`src/rtl/operand_pkg.sv`:
```
// Shared types and default widths for the ALU operand-B datapath.
package operand_pkg;

  typedef enum logic [1:0] {
    SRC_REG    = 2'd0,
    SRC_INC    = 2'd1,
    SRC_IMM    = 2'd2,
    SRC_IMM_SH = 2'd3
  } alu_src_b_e;

  localparam int unsigned DefaultDataW    = 32;
  localparam int unsigned DefaultIncConst = 4;
  localparam int unsigned DefaultImmShift = 2;

endpackage

```
`src/rtl/operand_b_stage_if.sv`:
```
// Request/response bundle for operand_b_stage: slave is the stage, master is its driver.
interface operand_b_stage_if #(
  parameter int unsigned DATA_W     = 32,
  parameter int unsigned IMM_W      = 16,
  parameter int unsigned REG_ADDR_W = 5
);
  logic                  in_valid;
  logic                  in_ready;
  logic [1:0]            alu_src_b;
  logic [DATA_W-1:0]     reg_b;
  logic [REG_ADDR_W-1:0] reg_b_addr;
  logic [IMM_W-1:0]      imm;
  logic                  wb_en;
  logic [REG_ADDR_W-1:0] wb_addr;
  logic [DATA_W-1:0]     wb_data;
  logic                  out_valid;
  logic                  out_ready;
  logic [DATA_W-1:0]     alu_in_b;
  logic [1:0]            out_sel;

  modport master (
    output in_valid, alu_src_b, reg_b, reg_b_addr, imm, wb_en, wb_addr, wb_data, out_ready,
    input  in_ready, out_valid, alu_in_b, out_sel
  );

  modport slave (
    input  in_valid, alu_src_b, reg_b, reg_b_addr, imm, wb_en, wb_addr, wb_data, out_ready,
    output in_ready, out_valid, alu_in_b, out_sel
  );
endinterface

```
`src/rtl/operand_imm_ext.sv`:
```
// Combinational immediate builder: sign-extends the raw immediate and a left-shifted copy.
module operand_imm_ext
  import operand_pkg::*;
#(
  parameter int unsigned DATA_W    = DefaultDataW,
  parameter int unsigned IMM_W     = 16,
  parameter int unsigned IMM_SHIFT = DefaultImmShift
) (
  input  logic [IMM_W-1:0]  imm,
  output logic [DATA_W-1:0] imm_sext,
  output logic [DATA_W-1:0] imm_sext_sh
);

  // Size-casting a signed operand replicates its MSB, which also covers IMM_W == DATA_W.
  assign imm_sext    = DATA_W'($signed(imm));
  assign imm_sext_sh = imm_sext << IMM_SHIFT;

endmodule

```
`src/rtl/operand_b_stage.sv`:
```
// Registered ALU operand-B selector with a single-entry valid/ready output register.
// Optional writeback forwarding on the register source is enabled by defining OPB_BYPASS_EN.
module operand_b_stage
  import operand_pkg::*;
#(
  parameter int unsigned DATA_W     = DefaultDataW,
  parameter int unsigned IMM_W      = 16,
  parameter int unsigned INC_CONST  = DefaultIncConst,
  parameter int unsigned IMM_SHIFT  = DefaultImmShift,
  parameter int unsigned REG_ADDR_W = 5
) (
  input logic               clk,
  input logic               rst,
  operand_b_stage_if.slave  bus
);

  alu_src_b_e        sel;
  logic [DATA_W-1:0] imm_sext;
  logic [DATA_W-1:0] imm_sext_sh;
  logic              bypass;
  logic              accept;
  logic [DATA_W-1:0] operand_d;
  logic [DATA_W-1:0] alu_in_b_q;
  alu_src_b_e        out_sel_q;
  logic              out_valid_q;

  assign sel = alu_src_b_e'(bus.alu_src_b);

  operand_imm_ext #(
    .DATA_W    (DATA_W),
    .IMM_W     (IMM_W),
    .IMM_SHIFT (IMM_SHIFT)
  ) u_imm_ext (
    .imm         (bus.imm),
    .imm_sext    (imm_sext),
    .imm_sext_sh (imm_sext_sh)
  );

`ifdef OPB_BYPASS_EN
  // Register 0 is hardwired, so a write to it must never be forwarded.
  assign bypass = (sel == SRC_REG) && bus.wb_en && (bus.wb_addr == bus.reg_b_addr) &&
                  (bus.wb_addr != '0);
`else
  logic unused_wb;
  assign unused_wb = ^{bus.wb_en, bus.wb_addr, bus.wb_data, bus.reg_b_addr};
  assign bypass    = 1'b0;
`endif

  always_comb begin
    operand_d = bus.reg_b;
    unique case (sel)
      SRC_REG:    operand_d = bypass ? bus.wb_data : bus.reg_b;
      SRC_INC:    operand_d = DATA_W'(INC_CONST);
      SRC_IMM:    operand_d = imm_sext;
      SRC_IMM_SH: operand_d = imm_sext_sh;
      default:    operand_d = bus.reg_b;
    endcase
  end

  assign bus.in_ready = !out_valid_q || bus.out_ready;
  assign accept       = bus.in_valid && bus.in_ready;

  always_ff @(posedge clk) begin
    if (rst) begin
      out_valid_q <= 1'b0;
      alu_in_b_q  <= '0;
      out_sel_q   <= SRC_REG;
    end else if (accept) begin
      out_valid_q <= 1'b1;
      alu_in_b_q  <= operand_d;
      out_sel_q   <= sel;
    end else if (bus.out_ready) begin
      out_valid_q <= 1'b0;
    end
  end

  assign bus.out_valid = out_valid_q;
  assign bus.alu_in_b  = alu_in_b_q;
  assign bus.out_sel   = out_sel_q;

endmodule

```
`src/flat_wrapper.sv`:
```
// flat-port wrapper written by rule: the top's interface ports become plain ports
module operand_b_stage_flat import operand_pkg::*;
#(
  parameter int unsigned DATA_W     = DefaultDataW,
  parameter int unsigned IMM_W      = 16,
  parameter int unsigned INC_CONST  = DefaultIncConst,
  parameter int unsigned IMM_SHIFT  = DefaultImmShift,
  parameter int unsigned REG_ADDR_W = 5
)
  (clk, rst, bus_in_valid, bus_alu_src_b, bus_reg_b, bus_reg_b_addr, bus_imm, bus_wb_en, bus_wb_addr, bus_wb_data, bus_out_ready, bus_in_ready, bus_out_valid, bus_alu_in_b, bus_out_sel);
  operand_b_stage_if #(.DATA_W(DATA_W), .IMM_W(IMM_W), .REG_ADDR_W(REG_ADDR_W)) bus_i ();
  input logic clk;
  input logic rst;
  input wire logic [$bits(bus_i.in_valid)-1:0] bus_in_valid;
  input wire logic [$bits(bus_i.alu_src_b)-1:0] bus_alu_src_b;
  input wire logic [$bits(bus_i.reg_b)-1:0] bus_reg_b;
  input wire logic [$bits(bus_i.reg_b_addr)-1:0] bus_reg_b_addr;
  input wire logic [$bits(bus_i.imm)-1:0] bus_imm;
  input wire logic [$bits(bus_i.wb_en)-1:0] bus_wb_en;
  input wire logic [$bits(bus_i.wb_addr)-1:0] bus_wb_addr;
  input wire logic [$bits(bus_i.wb_data)-1:0] bus_wb_data;
  input wire logic [$bits(bus_i.out_ready)-1:0] bus_out_ready;
  output wire logic [$bits(bus_i.in_ready)-1:0] bus_in_ready;
  output wire logic [$bits(bus_i.out_valid)-1:0] bus_out_valid;
  output wire logic [$bits(bus_i.alu_in_b)-1:0] bus_alu_in_b;
  output wire logic [$bits(bus_i.out_sel)-1:0] bus_out_sel;
  assign bus_i.in_valid = bus_in_valid;
  assign bus_i.alu_src_b = bus_alu_src_b;
  assign bus_i.reg_b = bus_reg_b;
  assign bus_i.reg_b_addr = bus_reg_b_addr;
  assign bus_i.imm = bus_imm;
  assign bus_i.wb_en = bus_wb_en;
  assign bus_i.wb_addr = bus_wb_addr;
  assign bus_i.wb_data = bus_wb_data;
  assign bus_i.out_ready = bus_out_ready;
  assign bus_in_ready = bus_i.in_ready;
  assign bus_out_valid = bus_i.out_valid;
  assign bus_alu_in_b = bus_i.alu_in_b;
  assign bus_out_sel = bus_i.out_sel;
  operand_b_stage #(.DATA_W(DATA_W), .IMM_W(IMM_W), .INC_CONST(INC_CONST), .IMM_SHIFT(IMM_SHIFT), .REG_ADDR_W(REG_ADDR_W)) u_core (.clk(clk), .rst(rst), .bus(bus_i));
endmodule
```
`config.mk`:
```
export PLATFORM = sky130hd
export DESIGN_NAME = operand_b_stage_flat
export DESIGN_NICKNAME = d
export VERILOG_FILES = /design/src/rtl/operand_pkg.sv /design/src/rtl/operand_b_stage_if.sv /design/src/rtl/operand_imm_ext.sv /design/src/rtl/operand_b_stage.sv /design/src/flat_wrapper.sv
export SDC_FILE = /design/constraint.sdc
export NUM_CORES = 1
export LEC_CHECK = 0
export ABC_AREA = 1
export CAP_MARGIN = 40
export CORE_MARGIN = 8
export CORE_UTILIZATION = 30
export CTS_CLUSTER_SIZE = 14
export DETAILED_ROUTE_END_ITERATION = 8
export PLACE_DENSITY = 0.7
export SYNTH_ARGS = -nofsm -noshare
export SYNTH_HDL_FRONTEND = slang
export SYNTH_SLANG_ARGS = --single-unit
```
`constraint.sdc`:
```
create_clock -name clk -period 1.4 [get_ports clk]
set_input_delay 0.14 -clock clk [delete_from_list [all_inputs] [get_ports clk]]
set_output_delay 0.14 -clock clk [all_outputs]
set_load 0.02 [all_outputs]
```
==> results of run 1 <==
[power by group]
group / internal, mW / switching, mW
Clock: 0.348 / 0.361
Combinational: 0.391 / 0.394
Sequential: 1.08 / 0.0369
Total: 1.81 / 0.792
[what timing repair did]
item                                   4_1_cts  5_1_grt
setup endpoints to repair                    3       28
resized for setup                            3       28
endpoints found under the hold margin        0        0
hold buffers                                 0        0
setup buffers                                0        0
[layout make-up]
cell class | count | share of cell area [%]
inverters | 39 | 4.81
repair buffers | 104 | 35.9
clock buffers | 6 | 2.39
multi-input cells | 223 | 30.3
clock inverters | 2 | 0.412
flip-flops and latches | 35 | 23.0
well taps | 75 | 3.09
[flip-flops by register name, indices dropped and copies added, names as in the netlist]
| register | flops |
|---|---|
| u_core.bus.out_valid | 1 |
| u_core.bus.out_sel | 2 |
| u_core.bus.alu_in_b | 32 |
[logic make-up after synthesis]
| family | Yosys count | share of synthesized area [%] |
|---|---|---|
| simple gates | 204 | 43.7 |
| buf+inv | 54 | 12.7 |
| flops | 35 | 37.9 |
| compound gates | 19 | 5.75 |
[layout by cell type (no fill, tap or decap)]
master	n
nor2_1	52
a21oi_4	1
a21oi_1	16
nand2_2	1
nand2_8	1
clkinvlp_4	1
buf_12	2
clkinv_1	1
nand2_1	131
clkbuf_8	5
nand3_1	16
nor2_2	2
dlygate4sd2_1	3
inv_2	2
clkdlybuf4s50_1	59
buf_4	13
dfxtp_1	35
nand3_2	1
o21ai_1	1
clkbuf_1	1
dlymetal6s2s_1	27
clkinv_2	1
o21ai_0	1
inv_1	36
[per-layer routing]
layer,up-vias,share of wire [%]
li1,1113,-
met1,881,44
met2,59,49
met3,5,6.5
met4,0,1.2
met5,-,0
[how the worst max path moves through the flow]
stage	slack, ns	startpoint	depth (start not counted)	end
after floorplan	0.13	u_core.bus.out_valid	6	u_core.bus.alu_in_b[17]
after global placement	-0.12	bus_out_ready	4	bus_in_ready
after detailed placement	-0.16	bus_out_ready	8	u_core.bus.alu_in_b[10]
after CTS	0.006	u_core.bus.alu_in_b[20]	1	bus_alu_in_b[20]
after global routing	0.003	u_core.bus.alu_in_b[2]	1	bus_alu_in_b[2]
final	0.04	u_core.bus.alu_in_b[2]	1	bus_alu_in_b[2]
==> results_dict.tcl, run 1 <==
set metrics [dict create \
    synth_cells 312 \
    ys_top_cells_by_area "dfxtp_1, nand2_1, nor2_1" \
    dp_slack_ns -0.159 \
    grt_usage_pct 12.9 \
    yosysTopAreaCell "dfxtp_1" \
    cts_sinks 35 \
    syn2layout_area_growth_pct 64.5 \
    synth_common_cells "nand2_1, nor2_1, inv_1" \
    htreeDepth 2 \
    max_stage_delay_ns 0.61 \
    initial_utilization_pct 31.0 \
    worstPathRequired_ns 1.26 \
    hp-class "input port to flip-flop" \
    path_delay_family "buffers and inverters" \
    drive_gt1_share_pct 7.33 \
    wl_per_cell_um 11.9 \
    hold_path_depth 2 \
    path_class "flip-flop to output port" \
    ys_types 19 \
    slew-limit-headroom_pct 79.8 \
    p_per_area_nw_per_um2 857 \
    cts_buffers 5 \
    clockBufferDepth 2 \
    dp.cells 476 \
    drcViolationCount 0 \
    crit_buf_inv 1 \
    critical_path.cell_chain "clkdlybuf4s50_1" \
    tritoncts "yes" \
    setup_tns_ns 0 \
    finClkSkew_ns 0.00417 \
    grt_pass1_wl_um 9310 \
    die_w_um 94.5 \
    grt_max_degree 37 \
    grt_pass1_vias 1991 \
    peakVddDrop_mv 0.481 \
    yosysTopAreaCellShare_pct 37.9 \
    vias 2058 \
    dieArea_um2 8930 \
    place_area_um2 2880 \
    path_clk_slew_ns 0.07 \
    r2r_start "u_core.bus.out_valid" \
    worst_pin_slew_ns 0.302 \
    fmax_ghz 0.733 \
    fin_util_pct 51.1 \
    drt-initial-drc-count 48 \
    yosysMostFrequentCell "nand2_1" \
    io_buffer_count 89 \
    wl_um 5760 \
    syn_area_per_cell_um2 5.92 \
    fill_cells 627 \
    diodes 0 \
    finalWorstSetupSlack_ns 0.0359 \
    crit_path_top_delay_cell "clkdlybuf4s50_1" \
    fin_nets 505 \
    grt-ovfl-total 0 \
    total_power_mw 2.61 \
    r2r_cells 6 \
    cp_max_fo 2 \
    ys_seq_elements 35 \
    gp_congestion 0.768 \
    whs_ns 0.430 \
    async_reset_ff_share_pct 0 \
    synthesis.area_um2 1850 \
    fin_crit_sh_pct 97.4 \
    synth_nets 409 \
    synth_edf_count 0 \
    antenna_found_initial 0 \
    busiest_layer "met2" \
    synth_seq_area_share_pct 37.9 \
    clockRootBuffer "clkbuf_8" \
    rows 28 \
    rrSetupSlack_ns 0.26 \
    regArea_um2 701 \
    core-area_um2 5960 \
    cp.arrival_ns 1.22 \
    stdcell_count 484 \
    reg2reg_to "u_core.bus.alu_in_b[10]" \
    status "complete, no violations" \
    grt_use_met3_pct 2.38 \
    setup_viol_count_final 0 \
    leakagePower_nw 1.83 \
    start_kind "flip-flop" \
    use_met2_pct 22.1 \
    drv_slew 0 \
    clk_latency_ns 0.28 \
    first_pass_iters 4 \
    cp-end-kind "output port" \
    worstHoldStart "rst" \
    antenna_left 0 \
    hold_viol_final 0 \
    multiInputGateArea_um2 922 \
    die_h_um 94.5 \
    maxCapViolCount 0 \
    dp_hpwl_um 4390 \
    use_met1_pct 15.5 \
    grt_setup_unrepaired "false" \
    worstHoldEndpoint "u_core.bus.out_valid" \
    yosysWarnings 0 \
    avgViaCountPerCell 4.25 \
    fin_area_um2 3040 \
    synth_flop_cell "dfxtp_1" \
    post-route-min-period_ns 1.36 \
    ioPinCount 133 \
]
No activity file was read; power rests on OpenSTA's default activity.
==> inputs of run 2 (changes only) <==
--- a/config.mk
+++ b/config.mk
@@ -12,6 +12,7 @@
 export CTS_CLUSTER_SIZE = 14
 export DETAILED_ROUTE_END_ITERATION = 8
 export PLACE_DENSITY = 0.7
+export RECOVER_POWER = 100
 export SYNTH_ARGS = -nofsm -noshare
 export SYNTH_HDL_FRONTEND = slang
 export SYNTH_SLANG_ARGS = --single-unit
==> run 2 against run 1 <==
- first-iteration DRC count decreased by 8.3%
- combinational power decreased by 8.2%
- clock skew decreased by 0.00087 ns
- cell area decreased by 8.0%
- non-clock buffer count unchanged
- largest cell class is now multi-input combinational cells
==> results_dict.tcl, run 2 (same netlist as run 1, synthesis figures left out) <==
set metrics [dict create \
    wl_um 5770 \
    place_area_um2 2880 \
    start_kind "flip-flop" \
    htreeDepth 2 \
    grt_pass1_wl_um 9310 \
    crit_path_top_delay_cell "clkdlybuf4s50_1" \
    layout_commonest_cell "nand2_1" \
    wl_per_cell_um 11.9 \
    peakVddDrop_mv 0.475 \
    post-route-min-period_ns 1.37 \
    dp_hpwl_um 4390 \
    r2r_start "u_core.bus.out_valid" \
    finClkSkew_ns 0.00330 \
    drive_gt1_share_pct 7.09 \
    tritoncts "yes" \
    gp_congestion 0.768 \
    rrSetupSlack_ns 0.21 \
    first_pass_iters 4 \
    cts_buffers 5 \
    largest_register_ffs 32 \
    worstPathRequired_ns 1.26 \
    syn2layout_area_growth_pct 51.3 \
    path_class "flip-flop to output port" \
    hp-class "input port to flip-flop" \
    core-area_um2 5960 \
    clk_latency_ns 0.28 \
    critical_path.cell_chain "clkdlybuf4s50_1" \
    ioPinCount 133 \
    rows 28 \
    avgViaCountPerCell 4.26 \
    io_buffer_count 89 \
    p_per_area_nw_per_um2 910 \
    path_delay_family "buffers and inverters" \
    fin_area_um2 2800 \
    grt_max_degree 37 \
    postCtsHoldBufs 0 \
    clockRootBuffer "clkbuf_8" \
    antenna_left 0 \
    slew-limit-headroom_pct 80.3 \
    layout_common_cells "nand2_1, clkdlybuf4s50_1, nor2_1, inv_1, dfxtp_1" \
    wl_met1_um 2520 \
    highest_layer "met4" \
    total_power_mw 2.54 \
    fin_crit_sh_pct 97.6 \
    grt_pass1_vias 1991 \
    endpoint "bus_alu_in_b[2]" \
    reg2reg_to "u_core.bus.alu_in_b[24]" \
    maxCapViolCount 0 \
    die_w_um 94.5 \
    grt-ovfl-total 0 \
    max_stage_delay_ns 0.61 \
    die_h_um 94.5 \
    grt_usage_pct 12.9 \
    diodes 0 \
    status "complete, no violations" \
    setup_viol_count_final 0 \
    hold_viol_final 0 \
    met2_length_um 2820 \
    fin_nets 505 \
    drcViolationCount 0 \
    wl_met3_um 366 \
    initial_utilization_pct 31.0 \
    crit_cells 1 \
    drv_slew 0 \
    cp.arrival_ns 1.23 \
    drt-initial-drc-count 44 \
    r2r_cells 6 \
    antenna_found_initial 0 \
    vias 2060 \
    fmax_ghz 0.732 \
    path_clk_slew_ns 0.07 \
    grt_setup_unrepaired "false" \
    clockBufferDepth 2 \
    cp-end-kind "output port" \
    dieArea_um2 8930 \
    cp_max_fo 2 \
    worst_pin_slew_ns 0.296 \
    leakagePower_nw 1.36 \
    cts_sinks 35 \
    crit_buf_inv 1 \
    crit_path_start "u_core.bus.alu_in_b[2]" \
    setup_tns_ns 0 \
]
[run 2: through the flow]
stage | instances | worst slack, ns | hold slack [ns] | util [%]
floorplan | 312 | 0.129 | 0.209 | -
global placement | 476 | -0.116 | 0.463 | 48.4
detailed placement | 476 | -0.159 | 0.479 | 48.4
CTS | 484 | 0.00567 | 0.421 | 49.8
global route | 484 | 0.00274 | 0.424 | 47.0
finish | 484 | 0.0341 | 0.431 | 47.0
[run 2: worst min path at each step]
stage / start / end / slack [ns] / depth (start not counted)
floorplan: rst / u_core.bus.out_valid / 0.21 / 1
global placement: u_core.bus.out_sel[1] / u_core.bus.out_sel[1] / 0.46 / 2
detailed placement: u_core.bus.out_sel[0] / u_core.bus.out_sel[0] / 0.48 / 2
CTS: rst / u_core.bus.out_valid / 0.42 / 2
global route: rst / u_core.bus.out_valid / 0.42 / 2
finish: rst / u_core.bus.out_valid / 0.43 / 2
[run 2: area by class of cell]
class | count | area, µm²
Tap cell | 75 | 93.8
Inverter | 39 | 146
Sequential cell | 35 | 701
Fill cell | 669 | 3160
Timing Repair Buffer | 104 | 853
Clock inverter | 2 | 12.5
Multi-Input combinational cell | 223 | 917
Clock buffer | 6 | 72.6
[run 2: power breakdown]
group | internal [mW] | switching [mW]
Clock | 0.348 | 0.362
Combinational | 0.326 | 0.394
Sequential | 1.08 | 0.0391
Total | 1.75 | 0.795
[run 2: what timing repair did]
item	4_1_cts	5_1_grt
setup buffers	0	0
resized for setup	3	28
setup endpoints to repair	3	28
[run 2: routing by layer]
layer	track usage [%]	vias to the layer above
li1	-	1112
met1	15.5	886
met2	22.1	57
met3	2.38	5
met4	4.94	0
met5	0	-
